## config.mk

```make
export PLATFORM = sky130hd
export DESIGN_NAME = netlist_sequencer
export DESIGN_NICKNAME = d
export VERILOG_FILES = /design/src/rtl/netlist_sequencer.sv
export SDC_FILE = /design/constraint.sdc
export NUM_CORES = 1
export LEC_CHECK = 0
export CORE_ASPECT_RATIO = 0.9
export CORE_MARGIN = 2
export CORE_UTILIZATION = 40
export DETAILED_ROUTE_END_ITERATION = 10
export GPL_ROUTABILITY_DRIVEN = 1
export GPL_TIMING_DRIVEN = 0
export PLACE_DENSITY_LB_ADDON = 0.15
export RECOVER_POWER = 50
export SYNTH_ARGS = -nofsm -noshare
export SYNTH_HDL_FRONTEND = slang
export SYNTH_SLANG_ARGS = --single-unit
```

## constraint.sdc

```tcl
create_clock -name clk -period 6.51 [get_ports clk]
set_input_delay 0.9765 -clock clk [delete_from_list [all_inputs] [get_ports clk]]
set_output_delay 0.9765 -clock clk [all_outputs]
set_load 0.01 [all_outputs]
```

## src/rtl/netlist_sequencer.sv

```systemverilog
// Issues netlist gates in gid order to the garbling engine; descriptor appears 1 cycle after the CHECK decision, >=2 cycles/gate.
// Holds g_valid and g_* stable until g_ready; stalls in CHECK on unproduced inputs or MAX_INFLIGHT outstanding gates.
module netlist_sequencer #(
    parameter int S            = 20,
    parameter int MAX_INFLIGHT = 4
) (
    input  logic         clk,
    input  logic         rst_n,
    input  logic         start,
    input  logic [S-1:0] num_gates,
    output logic         busy,
    output logic         done,
    output logic         err,
    output logic [S-1:0] nl_gid,
    input  logic [S-1:0] nl_input_size,
    input  logic [S-1:0] nl_in0,
    input  logic [S-1:0] nl_in1,
    input  logic         nl_in0F,
    input  logic         nl_in1F,
    input  logic [3:0]   nl_g_logic,
    output logic         g_valid,
    input  logic         g_ready,
    output logic [S-1:0] g_gid,
    output logic [S-1:0] g_in0,
    output logic [S-1:0] g_in1,
    output logic         g_in0F,
    output logic         g_in1F,
    output logic [3:0]   g_logic,
    output logic [S-1:0] g_out_wire,
    input  logic         g_done
);

    typedef enum logic [2:0] {IDLE, CHECK, ISSUE, DRAIN, DONE} state_t;

    localparam logic [S-1:0] ONE    = S'(1);
    localparam logic [S-1:0] MAX_IF = S'(MAX_INFLIGHT);

    state_t       state_q;
    logic [S-1:0] num_q, gid_q, issued_q, completed_q;
    logic         err_q, done_q, g_valid_q;
    logic [S-1:0] g_gid_q, g_in0_q, g_in1_q, g_out_wire_q;
    logic         g_in0F_q, g_in1F_q;
    logic [3:0]   g_logic_q;

    logic [S-1:0] out_wire_d, rel0, rel1, gid_inc_d;
    logic         in0_rdy, in1_rdy, slot_ok, fwd_ref, can_issue;
    logic         cmpl_inc, cmpl_err;

    always_comb begin
        out_wire_d = nl_input_size + gid_q;
        gid_inc_d  = gid_q + ONE;
        rel0       = nl_in0 - nl_input_size;
        rel1       = nl_in1 - nl_input_size;
        // A produced wire index below `completed` means its gate has already finished.
        in0_rdy    = nl_in0F || (rel0 < completed_q);
        in1_rdy    = nl_in1F || (rel1 < completed_q);
        slot_ok    = (issued_q - completed_q) < MAX_IF;
        fwd_ref    = (!nl_in0F && (nl_in0 >= out_wire_d)) ||
                     (!nl_in1F && (nl_in1 >= out_wire_d));
        can_issue  = in0_rdy && in1_rdy && slot_ok;
        cmpl_inc   = g_done && (state_q != IDLE) && (completed_q != issued_q);
        cmpl_err   = g_done && (state_q != IDLE) && (completed_q == issued_q);
    end

    always_ff @(posedge clk or negedge rst_n) begin
        if (!rst_n) begin
            state_q      <= IDLE;
            num_q        <= '0;
            gid_q        <= '0;
            issued_q     <= '0;
            completed_q  <= '0;
            err_q        <= 1'b0;
            done_q       <= 1'b0;
            g_valid_q    <= 1'b0;
            g_gid_q      <= '0;
            g_in0_q      <= '0;
            g_in1_q      <= '0;
            g_in0F_q     <= 1'b0;
            g_in1F_q     <= 1'b0;
            g_logic_q    <= '0;
            g_out_wire_q <= '0;
        end else begin
            done_q <= 1'b0;
            if (cmpl_inc) completed_q <= completed_q + ONE;
            if (cmpl_err) err_q <= 1'b1;
            case (state_q)
                IDLE: begin
                    if (start) begin
                        num_q       <= num_gates;
                        gid_q       <= '0;
                        issued_q    <= '0;
                        completed_q <= '0;
                        err_q       <= 1'b0;
                        state_q     <= (num_gates == '0) ? DONE : CHECK;
                    end
                end
                CHECK: begin
                    if (fwd_ref) begin
                        err_q     <= 1'b1;
                        g_valid_q <= 1'b0;
                        state_q   <= DRAIN;
                    end else if (can_issue) begin
                        g_gid_q      <= gid_q;
                        g_in0_q      <= nl_in0;
                        g_in1_q      <= nl_in1;
                        g_in0F_q     <= nl_in0F;
                        g_in1F_q     <= nl_in1F;
                        g_logic_q    <= nl_g_logic;
                        g_out_wire_q <= out_wire_d;
                        g_valid_q    <= 1'b1;
                        state_q      <= ISSUE;
                    end
                end
                ISSUE: begin
                    if (g_ready) begin
                        g_valid_q <= 1'b0;
                        issued_q  <= issued_q + ONE;
                        gid_q     <= gid_inc_d;
                        state_q   <= (gid_inc_d == num_q) ? DRAIN : CHECK;
                    end
                end
                DRAIN: begin
                    if (completed_q == issued_q) state_q <= DONE;
                end
                DONE: begin
                    done_q  <= 1'b1;
                    state_q <= IDLE;
                end
                default: state_q <= IDLE;
            endcase
        end
    end

    assign busy       = (state_q != IDLE);
    assign done       = done_q;
    assign err        = err_q;
    assign nl_gid     = gid_q;
    assign g_valid    = g_valid_q;
    assign g_gid      = g_gid_q;
    assign g_in0      = g_in0_q;
    assign g_in1      = g_in1_q;
    assign g_in0F     = g_in0F_q;
    assign g_in1F     = g_in1F_q;
    assign g_logic    = g_logic_q;
    assign g_out_wire = g_out_wire_q;

endmodule

```

==> run_results.csv <==
group,metric,value,unit
setup_path,crit_path_buf_inv_count,5,
setup_path,critical_path_required,6.85,ns
sta,fmaxAchievable,0.159,GHz
synthesis,netlist_area,13100,µm²
synthesis,syn_nets,1642,
synthesis,synth_top_flop_cell,"dfrtp_1",
finish,util_after_layout,51.5,%
synthesis,synth-warning-count,0,
clocking,insertion_delay,0.45,ns
sta,timing_max_transition_violations_final,58,
sta,max_slew_margin,-125,%
setup_path,cp_max_stage_cell,"clkdlybuf4s50_1",
status,violated_checks,"max-capacitance violations, max-slew violations",
finish,nNetsFinal,1870,
placement,port_buffers,200,
placement,placement_cell_area,15600,µm²
sta,worst_clock_skew,0.0144,ns
sta,final.min_clock_period,6.31,ns
hold_path,hold_path_end,"g_in0[13]",
detailed_routing,ant_nets,0,
pwr,p_seq_share,33.6,%
floorplan,die_footprint,34200,µm²
floorplan,io-pin-count,201,
setup_path,cp.arrival,6.65,ns
sta,finalSetupViolCount,0,
setup_path,cp_common_cell,"ha_1",
detailed_routing,drt_first_iter_violations,707,
pwr,power_leakage,7.73,nW
global_route,globalRoute.totalOverflow,0,
sta,timing_worst_slew_pin_value,3.37,ns
finish,layout-drive-gt1-share,11.4,%
setup_path,cpLargestDelayFamily,"compound AO/OA/AOI/OAI gates",
synthesis,synth.avg_cell_area,9.39,µm²
sta,worst_hold_slack,0.501,ns
detailed_routing,detail_route.drc_violations,0,
finish,syn_to_final_growth,26.1,%
setup_path,launch_instance_of_the_worst_register_to_register_path,"nl_gid[0]",
detailed_routing,route.final.wire_length,40.1,mm
global_route,grt_util_all_layers,23.5,%
finish,fillCellCount,2995,
clocking,clk_pin_slew_worst_paths,0.08,ns
clocking,clock-root-buffer,"clkbuf_16",
pwr,netSwitchingPower,0.00144,W
setup_path,cp-end-kind,"flip-flop",
detailed_routing,routedWlPerCell,19.5,µm
global_route,vias_in_the_first_global_route,10889,
floorplan,die_w,195,µm
synthesis,synth-seq-cells,172,
pwr,pwr_density_cell,231,nW/µm²
setup_path,worst_path_fanout_max,10,
setup_path,reg2reg_setup_slack,0.89,ns
setup_path,timing.setup.critical_path_class,"in2reg",
detailed_routing,drt_pass1_iterations,8,
detailed_routing,vias_per_cell,5.46,
synthesis,post_synth_inst_count,1393,
sta,finalHoldViolations,0,
hold_path,min_path_type,"reg2reg",
clocking,cts.sinks,172,
status,run_status,"complete, but fails checks",
detailed_routing,via_count,11198,
placement,place_hpwl,31.5,mm
hold_path,whs_path_cells,1,
setup_path,r2r.worst_path.cells,22,
global_route,maximum_number_of_pins_on_one_net_before_global_route_repair,116,
clocking,cts_tree,"yes",
floorplan,placement_rows,62,
sta,rsz0062_at_grt,"false",
pwr,combinationalPowerShare,37.8,%
clocking,cts_max_path_buffers,2,
finish,post-route-cell-area,16500,µm²
global_route,grt_pass1_wl,62.1,mm
floorplan,initial_utilization,40.8,%
pwr,internal_power,0.00237,W
synthesis,synth-seq-area-share,32.9,%
synthesis,asyncSetResetFlopFracSynth,100,%
setup_path,crit_chain,"clkdlybuf4s50_1, inv_1, ha_1, or2_2, o311a_4, a41oi_4, a2111oi_1, a211o_1, or4_1, a2111o_1, o211ai_1, ha_1, nand2_1, nor2_1, a211oi_2, o22ai_2, nor4_2, o2111ai_2, nor4_4, buf_4, nand3_4, buf_12, buf_6, mux2_4",
pwr,max-vdd-ir-drop,0.208,mV
floorplan,fp.dieH,176,µm
setup_path,crit_path_start_kind,"primary input",
clocking,cts_inserted_buffers,17,
pwr,clock_power_share,28.6,%
floorplan,core_area,32000,µm²
setup_path,worst_r2r_endpoint,"g_gid[18]",
pwr,switching_share,37.7,%
synthesis,yosysUniqueCellTypes,82,
flow_run,max_cap_violations,1,
clocking,htree_num_levels,4,
placement,gp_congestion,0.884,
setup_path,critical-path-max-stage-delay,0.50,ns
sta,finalCritPeriodShare,96.9,%
hold_path,min-delay-start,"g_in0[13]",
pwr,power_after_layout,0.00380,W
global_route,initial_antenna_violation_count,1,
synthesis,synth_edf_count,0,
[cell families (layout without fill, tap and decap cells)]
logic type / after synthesis / after routing / synth area share [%]
buf+inv: 131 / 372 / 4.10
simple gates: 407 / 407 / 15.3
other cells: 0 / 1 / 0
fa+ha+maj: 158 / 158 / 15.3
compound gates: 296 / 296 / 14.9
mux: 107 / 107 / 9.33
xor+xnor: 122 / 122 / 8.17
flops: 172 / 172 / 32.9
[stage by stage]
stage / cells / setup WS (ns) / setup TNS [ns]
CTS: 2047 / 0.00597 / 0
floorplan: 1393 / 0.838 / 0
detailed placement: 2010 / -1.25 / -98.63
finish: 2051 / 0.204 / 0
global route: 2050 / 0.0135 / 0
global placement: 2009 / -3.06 / -609.98
[cells in the mapped netlist (5+ instances only)]
library cell  number  share of area [%]
dfrtp_1          172                 33
ha_1             155                 15
nor2_1           130                3.7
inv_1             94                2.7
nand2_1           81                2.3
o21ai_0           78                3.0
xnor2_1           76                5.1
mux2_2            75                6.5
a21oi_1           73                2.8
xor2_1            46                3.1
nand3_1           39                1.5
nor3_1            30                1.1
nand4_1           28                1.3
clkbuf_1          22               0.63
mux2i_1           21                1.6
nor4_1            20               0.96
a21o_1            18                1.0
a211oi_1          16               0.92
and3_1            16               0.77
nor2b_1           14               0.67
a31oi_1           11               0.53
mux2_4            11                1.3
nand2b_1          10               0.48
o21bai_1          10               0.57
o31ai_1           10               0.57
and2_1             8               0.38
o21a_1             7               0.40
a41oi_1            5               0.33
and4_1             5               0.33
o211ai_1           5               0.29
o22ai_1            5               0.24
or3_1              5               0.24
[cell type report]
type                            instances  area (µm²)  area share (%)
Tap cell                              416         520            3.16
Multi-Input combinational cell       1090        8420            51.0
Clock inverter                         14         169            1.02
Timing Repair Buffer                  209        2090            12.7
Sequential cell                       172        4300            26.1
Clock buffer                           18         439            2.66
Inverter                               94         355            2.15
Antenna cell                            1        2.50          0.0152
Buffer                                 37         194            1.18
[how the worst max path moves through the flow]
| stage | from | to | slack, ns | depth (start not counted) |
|---|---|---|---|---|
| CTS | nl_input_size[1] | g_gid[18] | 0.006 | 26 |
| global placement | rst_n | g_gid[0] | -3.06 | 1 |
| floorplan | nl_input_size[1] | g_gid[10] | 0.84 | 24 |
| detailed placement | nl_input_size[0] | g_gid[18] | -1.25 | 26 |
| finish | nl_input_size[6] | g_gid[18] | 0.20 | 24 |
| global route | nl_in0[0] | g_gid[18] | 0.01 | 29 |
[cell usage in the layout, fill, tap and decap left out, types with 6 or more instances in the layout]
| master | instances |
|---|---|
| dlygate4sd3_1 | 51 |
| nor2b_1 | 14 |
| o21a_1 | 7 |
| mux2_2 | 75 |
| mux2i_1 | 21 |
| o21bai_1 | 10 |
| nor2_1 | 130 |
| inv_1 | 91 |
| buf_4 | 12 |
| nand3_1 | 39 |
| a21oi_1 | 68 |
| nand2_1 | 80 |
| o21ai_0 | 73 |
| clkbuf_1 | 23 |
| xor2_1 | 46 |
| o31ai_1 | 9 |
| nand2b_1 | 10 |
| a21o_1 | 18 |
| and2_1 | 8 |
| xnor2_1 | 76 |
| dfrtp_1 | 172 |
| nor4_1 | 17 |
| mux2_4 | 11 |
| a211oi_1 | 14 |
| and3_1 | 16 |
| clkdlybuf4s50_1 | 144 |
| clkbuf_16 | 17 |
| nor3_1 | 30 |
| ha_1 | 154 |
| a21oi_2 | 6 |
| nand4_1 | 28 |
| a31oi_1 | 11 |
[repair_timing]
item | in CTS | in global routing
hold buffers | 0 | 0
setup buffers | 5 | 3
endpoints found under the setup margin | 89 | 87
pin swaps | 6 | 19
resized for setup | 21 | 26
[power by group through the flow]
stage               registers, W  clock network [W]  logic (W)
detailed placement       0.00130                  0    0.00139
global route             0.00129            0.00115    0.00161
floorplan                0.00127                  0   0.000976
global placement         0.00130                  0    0.00136
CTS                      0.00128            0.00111    0.00142
finish                   0.00128            0.00109    0.00144
[layer usage]
layer | vias to the layer above | GRT usage (%) | wire, µm | share of wire [%]
li1 | 5498 | - | - | -
met5 | - | 0 | 0 | 0
met4 | 0 | 6.86 | 739 | 1.8
met3 | 36 | 3.99 | 1900 | 4.7
met1 | 5412 | 32.1 | 18800 | 47
met2 | 252 | 38.4 | 18600 | 46
[sequential cells by signal (all words and copies together), names as in the netlist]
| signal | count |
|---|---|
| num_q | 20 |
| g_in0F | 1 |
| nl_gid | 20 |
| g_gid | 20 |
| completed_q | 20 |
| state_q | 3 |
| g_in1F | 1 |
| g_valid | 1 |
| issued_q | 20 |
| g_logic | 4 |
| g_in0 | 20 |
| err | 1 |
| done | 1 |
| g_in1 | 20 |
| g_out_wire | 20 |
Note: power is estimated with default switching activity, not from simulation.
